## config.mk

```make
export PLATFORM = sky130hd
export DESIGN_NAME = masked_sbox_layer_ctrl
export DESIGN_NICKNAME = d
export VERILOG_FILES = /design/src/rtl/masked_sbox_layer_ctrl.sv
export SDC_FILE = /design/constraint.sdc
export NUM_CORES = 1
export LEC_CHECK = 0
export BUFFER_PORTS_ARGS = -buffer_cell sky130_fd_sc_hd__buf_2
export CORE_AREA = 2 2 244 246
export DETAILED_ROUTE_END_ITERATION = 16
export DIE_AREA = 0 0 246 248
export PLACE_DENSITY = 0.58
export SLEW_MARGIN = 40
export SYNTH_ARGS = -nofsm -noshare
export SYNTH_HDL_FRONTEND = slang
export SYNTH_SLANG_ARGS = --single-unit
```

## constraint.sdc

```tcl
create_clock -name clk -period 5.27 [get_ports clk]
set_input_delay 0.2635 -clock clk [delete_from_list [all_inputs] [get_ports clk]]
set_output_delay 0.2635 -clock clk [all_outputs]
set_load 0.1 [all_outputs]
```

## src/rtl/masked_sbox_layer_ctrl.sv

```systemverilog
// ---------------------------------------------------------------------------
// masked_sbox_layer_ctrl
//
// Sequences one 3-share masked S-box layer of the 64-bit LED state through a
// single shared 8-bit masked S-box pair, one byte per enabled cycle, with the
// S-box pipeline kept full.
//
// Build option: define SBL_CLEAR_ON_DONE_EN to wipe the output shares and the
// latched input shares on the result handshake, so no share residue is kept.
// Without it, those registers hold their values until the next start.
// Timing and handshake are identical in both builds.
//
// Ports
//   clk, rst              rising-edge clock, synchronous active-high reset
//   start                 begin a layer (sampled only in IDLE)
//   in_s1..in_s3          input shares, captured on an accepted start
//   busy                  high while a layer is running or waiting for pickup
//   out_s1..out_s3        output shares, stable while out_valid
//   out_valid, out_ready  result handshake
//   rnd_in, rnd_valid     fresh randomness from the PRNG
//   rnd_ready             randomness consumed this cycle (same as sb_en)
//   sb_en                 S-box pipeline enable; low freezes every S-box stage
//   sb_r                  randomness to the S-box pair (rnd_in passed through)
//   sb_in1..sb_in3        byte shares to the S-box pair
//   sb_out1..sb_out3      byte shares from the S-box pair
//
// Handshakes: a transfer happens on a rising edge where valid and ready are
// both high. The result is offered with out_valid (held, with stable data,
// until out_ready). Randomness is offered with rnd_valid and taken when
// rnd_ready is high; rnd_ready depends combinationally on rnd_valid.
// ---------------------------------------------------------------------------
module masked_sbox_layer_ctrl #(
    parameter int SBOX_LAT = 3,
    parameter int NBYTES   = 8,
    parameter int RND_W    = 90
) (
    input  logic                  clk,
    input  logic                  rst,
    input  logic                  start,
    input  logic [8*NBYTES-1:0]   in_s1,
    input  logic [8*NBYTES-1:0]   in_s2,
    input  logic [8*NBYTES-1:0]   in_s3,
    output logic                  busy,
    output logic [8*NBYTES-1:0]   out_s1,
    output logic [8*NBYTES-1:0]   out_s2,
    output logic [8*NBYTES-1:0]   out_s3,
    output logic                  out_valid,
    input  logic                  out_ready,
    input  logic [RND_W-1:0]      rnd_in,
    input  logic                  rnd_valid,
    output logic                  rnd_ready,
    output logic                  sb_en,
    output logic [RND_W-1:0]      sb_r,
    output logic [7:0]            sb_in1,
    output logic [7:0]            sb_in2,
    output logic [7:0]            sb_in3,
    input  logic [7:0]            sb_out1,
    input  logic [7:0]            sb_out2,
    input  logic [7:0]            sb_out3
);

    localparam int CW = $clog2(NBYTES + 1);
    localparam int BW = $clog2(NBYTES);
    localparam logic [CW-1:0] NB    = CW'(NBYTES);
    localparam logic [CW-1:0] LASTB = CW'(NBYTES - 1);

    typedef enum logic [1:0] {
        IDLE = 2'd0,
        RUN  = 2'd1,
        DONE = 2'd2
    } state_t;

    state_t                state;
    logic [8*NBYTES-1:0]   s1, s2, s3;       // latched input shares
    logic [CW-1:0]         issue_cnt;
    logic [CW-1:0]         retire_cnt;
    logic [SBOX_LAT-1:0]   vld;              // which S-box stages hold real bytes

    logic                  issue_live;
    logic [CW-1:0]         next_issue;
    logic [BW-1:0]         next_idx;
    logic [BW-1:0]         ret_idx;

    assign issue_live = (issue_cnt < NB);
    assign next_issue = issue_cnt + CW'(1);
    assign next_idx   = next_issue[BW-1:0];
    assign ret_idx    = retire_cnt[BW-1:0];

    // The S-box pair only advances when fresh randomness is present, so the
    // enable and the randomness acknowledge are the same signal.
    assign sb_en     = (state == RUN) && rnd_valid;
    assign rnd_ready = sb_en;
    assign sb_r      = rnd_in;

    always_ff @(posedge clk) begin
        if (rst) begin
            state      <= IDLE;
            busy       <= 1'b0;
            out_valid  <= 1'b0;
            s1         <= '0;
            s2         <= '0;
            s3         <= '0;
            out_s1     <= '0;
            out_s2     <= '0;
            out_s3     <= '0;
            sb_in1     <= '0;
            sb_in2     <= '0;
            sb_in3     <= '0;
            issue_cnt  <= '0;
            retire_cnt <= '0;
            vld        <= '0;
        end else begin
            case (state)
                IDLE: begin
                    if (start) begin
                        s1         <= in_s1;
                        s2         <= in_s2;
                        s3         <= in_s3;
                        // Byte 0 is staged now so it is already on sb_in* in
                        // the first RUN cycle.
                        sb_in1     <= in_s1[7:0];
                        sb_in2     <= in_s2[7:0];
                        sb_in3     <= in_s3[7:0];
                        issue_cnt  <= '0;
                        retire_cnt <= '0;
                        vld        <= '0;
                        busy       <= 1'b1;
                        state      <= RUN;
                    end
                end

                RUN: begin
                    // Stall cycles (rnd_valid low) leave everything untouched,
                    // which keeps sb_in* and the tracker aligned with the
                    // frozen S-box stages.
                    if (rnd_valid) begin
                        vld <= {vld[SBOX_LAT-2:0], issue_live};
                        if (issue_live) begin
                            issue_cnt <= next_issue;
                            if (next_issue < NB) begin
                                sb_in1 <= s1[{next_idx, 3'b000} +: 8];
                                sb_in2 <= s2[{next_idx, 3'b000} +: 8];
                                sb_in3 <= s3[{next_idx, 3'b000} +: 8];
                            end else begin
                                // Flush cycles push zeros through the pipe.
                                sb_in1 <= '0;
                                sb_in2 <= '0;
                                sb_in3 <= '0;
                            end
                        end
                        if (vld[SBOX_LAT-1]) begin
                            out_s1[{ret_idx, 3'b000} +: 8] <= sb_out1;
                            out_s2[{ret_idx, 3'b000} +: 8] <= sb_out2;
                            out_s3[{ret_idx, 3'b000} +: 8] <= sb_out3;
                            retire_cnt <= retire_cnt + CW'(1);
                            if (retire_cnt == LASTB) begin
                                out_valid <= 1'b1;
                                state     <= DONE;
                            end
                        end
                    end
                end

                DONE: begin
                    if (out_ready) begin
                        out_valid <= 1'b0;
                        busy      <= 1'b0;
                        state     <= IDLE;
`ifdef SBL_CLEAR_ON_DONE_EN
                        out_s1 <= '0;
                        out_s2 <= '0;
                        out_s3 <= '0;
                        s1     <= '0;
                        s2     <= '0;
                        s3     <= '0;
`endif
                    end
                end

                default: begin
                    state <= IDLE;
                end
            endcase
        end
    end

endmodule
```

==> run_results.csv <==
group,metric,value,unit
timing,relSlewSlack,43.8,%
placed_design,gp_congestion,0.865,
layout,syn_to_final_growth,30.8,%
synth,synth_area,17600,sq um
worst_setup_path,cp_common_cell,"ha_1",
power_and_ir_drop,power_leakage,9.16,nW
power_and_ir_drop,p_per_area,321,nW/um^2
worst_setup_path,startpoint,"retire_cnt[0]$_SDFFE_PP0P_",
worst_setup_path,cpPeakStageDelay,0.63,ns
routing,vias_per_cell,4.95,
floorplanning,dieArea,61000,sq um
worst_setup_path,crit_chain,"buf_4 > inv_1 > ha_1 > ha_1 > nor2b_1 > nand4_1 > buf_6 > nand2_1 > a21oi_1",
clocking,clk_pin_slew_worst_paths,0.06,ns
floorplanning,die_x,246,microns
global_routing,grt_max_degree,194,
global_routing,grt_pass1_vias,15994,
worst_setup_path,reg2reg_from,"retire_cnt[0]$_SDFFE_PP0P_",
global_routing,grt_pass1_wl,93400,microns
worst_setup_path,cp_max_fo,46,
layout,antennaDiodeCount,0,
worst_setup_path,reg2reg_setup_slack,1.89,ns
clocking,cts_buffers,48,
layout,final_common_cell,"nand2_1",
worst_setup_path,r2r_cells,9,
clocking,tritoncts,"yes",
worst_setup_path,crit_family,"simple AND/OR/NAND/NOR gates",
worst_setup_path,endpoint_kind,"flip-flop",
layout,num-fill-cells,5836,
worst_setup_path,cp-start-kind,"flip-flop",
synth,synth.distinct_cells,48,
floorplanning,start_util,30.1,%
power_and_ir_drop,pwr-share-seq,45.3,%
routing,ant_nets,0,
global_routing,grt_overflow,0,
synth,yosysWarningCount,0,
power_and_ir_drop,clkPwrFrac,43.3,%
synth,netlist_instances,2153,
routing,first_pass_iters,7,
timing,fin_crit_sh,64.2,%
worst_setup_path,cp_slowest_cell,"nand4_1",
clocking,cts_hold_buf,193,
synth,yosysTopAreaCellShare,48.0,%
timing,finalMaxSlewViolations,0,
worst_setup_path,crit_type,"flip-flop to flip-flop",
layout,multi_input_area,7690,sq um
layout,regArea,8470,sq um
power_and_ir_drop,vdd_ir_drop_max,0.000223,V
timing,finalHoldViolations,0,
routing,drc,0,
synth,synth-seq-cells,423,
routing,drt-initial-drc-count,1042,
clocking,htreeDepth,2,
global_routing,antenna_found_initial,1,
power_and_ir_drop,p_comb_share,11.4,%
synth,synth_area_leader_cell,"dfxtp_1",
timing,skew,0.00790,ns
worst_setup_path,path_buf_inv,3,
timing,clock.fmax,295,MHz
clocking,cts-root-buf,"clkbuf_16",
layout,instances_no_fill,3377,
min_path,worst_hold_path_type,"input pin to flip-flop",
clocking,clockBufferDepth,3,
clocking,cts_setup_buffers,0,
worst_setup_path,cp.arrival,3.80,ns
timing,rsz0062_at_grt,"false",
placed_design,dp_cells,3103,
worst_setup_path,cp_num_cells,9,
worst_setup_path,cp-endpoint,"out_s1[28]$_SDFFE_PP0P_",
clocking,clk-insertion-delay-late,0.56,ns
floorplanning,rows,89,
placed_design,port-buffer-count,440,
placed_design,place_area,19600,sq um
power_and_ir_drop,intPower,0.00548,W
flow_run,drv_cap,0,
routing,vias,16717,
power_and_ir_drop,switching_power,0.00192,W
clocking,clock-sinks,423,
layout,fin_area,23100,sq um
floorplanning,num_io_pins,621,
clocking,post_cts_resized,0,
routing,drt_wl_total,63300,microns
status,status,"complete, no violations",
synth,yosysSeqAreaShare,48.0,%
timing,fin_crit,3.38,ns
global_routing,grt_use_total,19.6,%
layout,drive_gt1_share,24.1,%
routing,wire_per_inst,18.7,microns
timing,fin_tns_setup,0,ns
synth,syn_nets,2469,
synth,synth_area_leaders,"dfxtp_1, nand2_1, a21oi_1",
layout,final_nets,2892,
synth,syn_area_per_cell,8.19,sq um
floorplanning,die_h,248,microns
floorplanning,core,58500,sq um
timing,tightest_slew,0.843,ns
power_and_ir_drop,p_sw_share,26.0,%
layout,final_cell_mix,"nand2_1, buf_2, dfxtp_1",
timing,setup_viol,0,
placed_design,place_hpwl,41900,microns
worst_setup_path,cp.required,5.68,ns
worst_setup_path,rr_endpoint,"out_s1[28]$_SDFFE_PP0P_",
## cell families (layout without fill, tap and decap cells)
group	after synthesis	in the layout	share of synthesized area, %
AND/OR/NAND/NOR	861	861	20.8
AO/OA/AOI/OAI	428	428	13.1
flip-flops	423	423	48.0
buffers and inverters	288	739	8.77
multiplexers	146	146	8.80
adder cells (fa/ha/maj)	5	5	0.355
XOR/XNOR	2	2	0.142
## tightest hold or removal path: cells and delay by family
kind | cells | cell delay [ns]
simple gates | 2 | 0.09
buf+inv | 1 | 0.10
mux | 1 | 0.13
## power by group through the flow
| stage | combinational [W] | sequential (W) | clock, W |
|---|---|---|---|
| 2_1_floorplan | 0.000677 | 0.00352 | 0 |
| 5_1_grt | 0.000903 | 0.00336 | 0.00341 |
| 3_3_place_gp | 0.000707 | 0.00342 | 0 |
| 4_1_cts | 0.000830 | 0.00335 | 0.00328 |
| 3_5_place_dp | 0.000718 | 0.00342 | 0 |
| 6_report | 0.000846 | 0.00336 | 0.00321 |
## flip-flops by register name (all words and copies together), names as in the netlist
name        cells
busy            1
issue_cnt       4
out_s1         64
out_s2         64
out_s3         64
out_valid       1
retire_cnt      4
s1             64
s2             64
s3             64
sb_in1          8
sb_in2          8
sb_in3          8
state           2
vld             3
## routing by layer
metal	wire length (microns)	track usage (%)	vias up
met4	2200	7.56	0
met1	26100	23.9	7950
met5	0	0	-
li1	-	-	7939
met3	4700	4.55	127
met2	30300	33.4	701
## cell type report
cell class / count / share of cell area, %
multi-input combinational: 1442 / 33.3
inverter: 4 / 0.0651
timing repair buffer: 657 / 19.3
sequential: 423 / 36.7
clock inverter: 18 / 0.781
clock buffer: 60 / 5.58
tap: 773 / 4.19
## synthesized netlist by cell type, drive strengths merged
cell,instances
a211oi,1
a21o,2
a21oi,346
a22oi,4
and2,2
and3,1
and4,5
and4b,1
and4bb,1
buf,161
clkbuf,123
dfxtp,423
ha,5
inv,4
mux2,72
mux2i,74
nand2,635
nand2b,6
nand3,79
nand3b,25
nand4,16
nand4b,1
nand4bb,1
nor2,65
nor2b,7
nor3,5
nor3b,2
nor4,3
nor4b,2
o211ai,47
o21ai,3
o21bai,1
o22ai,24
or2,2
or4,1
or4b,1
xnor2,2
## how the worst min path moves through the flow
stage                       startpoint                 endpoint  slack [ns]  cells past startpoint
4_1_cts                     sb_out3[6]   out_s3[6]$_SDFFE_PP0P_        0.02                      3
2_1_floorplan                in_s1[24]      s1[24]$_SDFFE_PP0P_        0.40                      2
5_1_grt                     sb_out3[6]  out_s3[46]$_SDFFE_PP0P_        0.05                      3
3_3_place_gp   out_s3[40]$_SDFFE_PP0P_  out_s3[40]$_SDFFE_PP0P_        0.43                      2
3_5_place_dp   out_s3[33]$_SDFFE_PP0P_  out_s3[33]$_SDFFE_PP0P_        0.44                      2
6_report                     out_ready    state[1]$_SDFFE_PP0P_        0.05                      4
## through the flow
step	setup WS (ns)	utilization (%)	hold slack (ns)	total power, W
final	1.89	39.4	0.0491	0.00741
after global routing	1.57	39.4	0.0491	0.00768
after CTS	1.87	39.3	0.0235	0.00746
after detailed placement	1.88	33.5	0.441	0.00414
after global placement	1.88	33.3	0.434	0.00413
after floorplan	2.49	-	0.399	0.00419
Note: power is estimated with default switching activity, not from simulation.
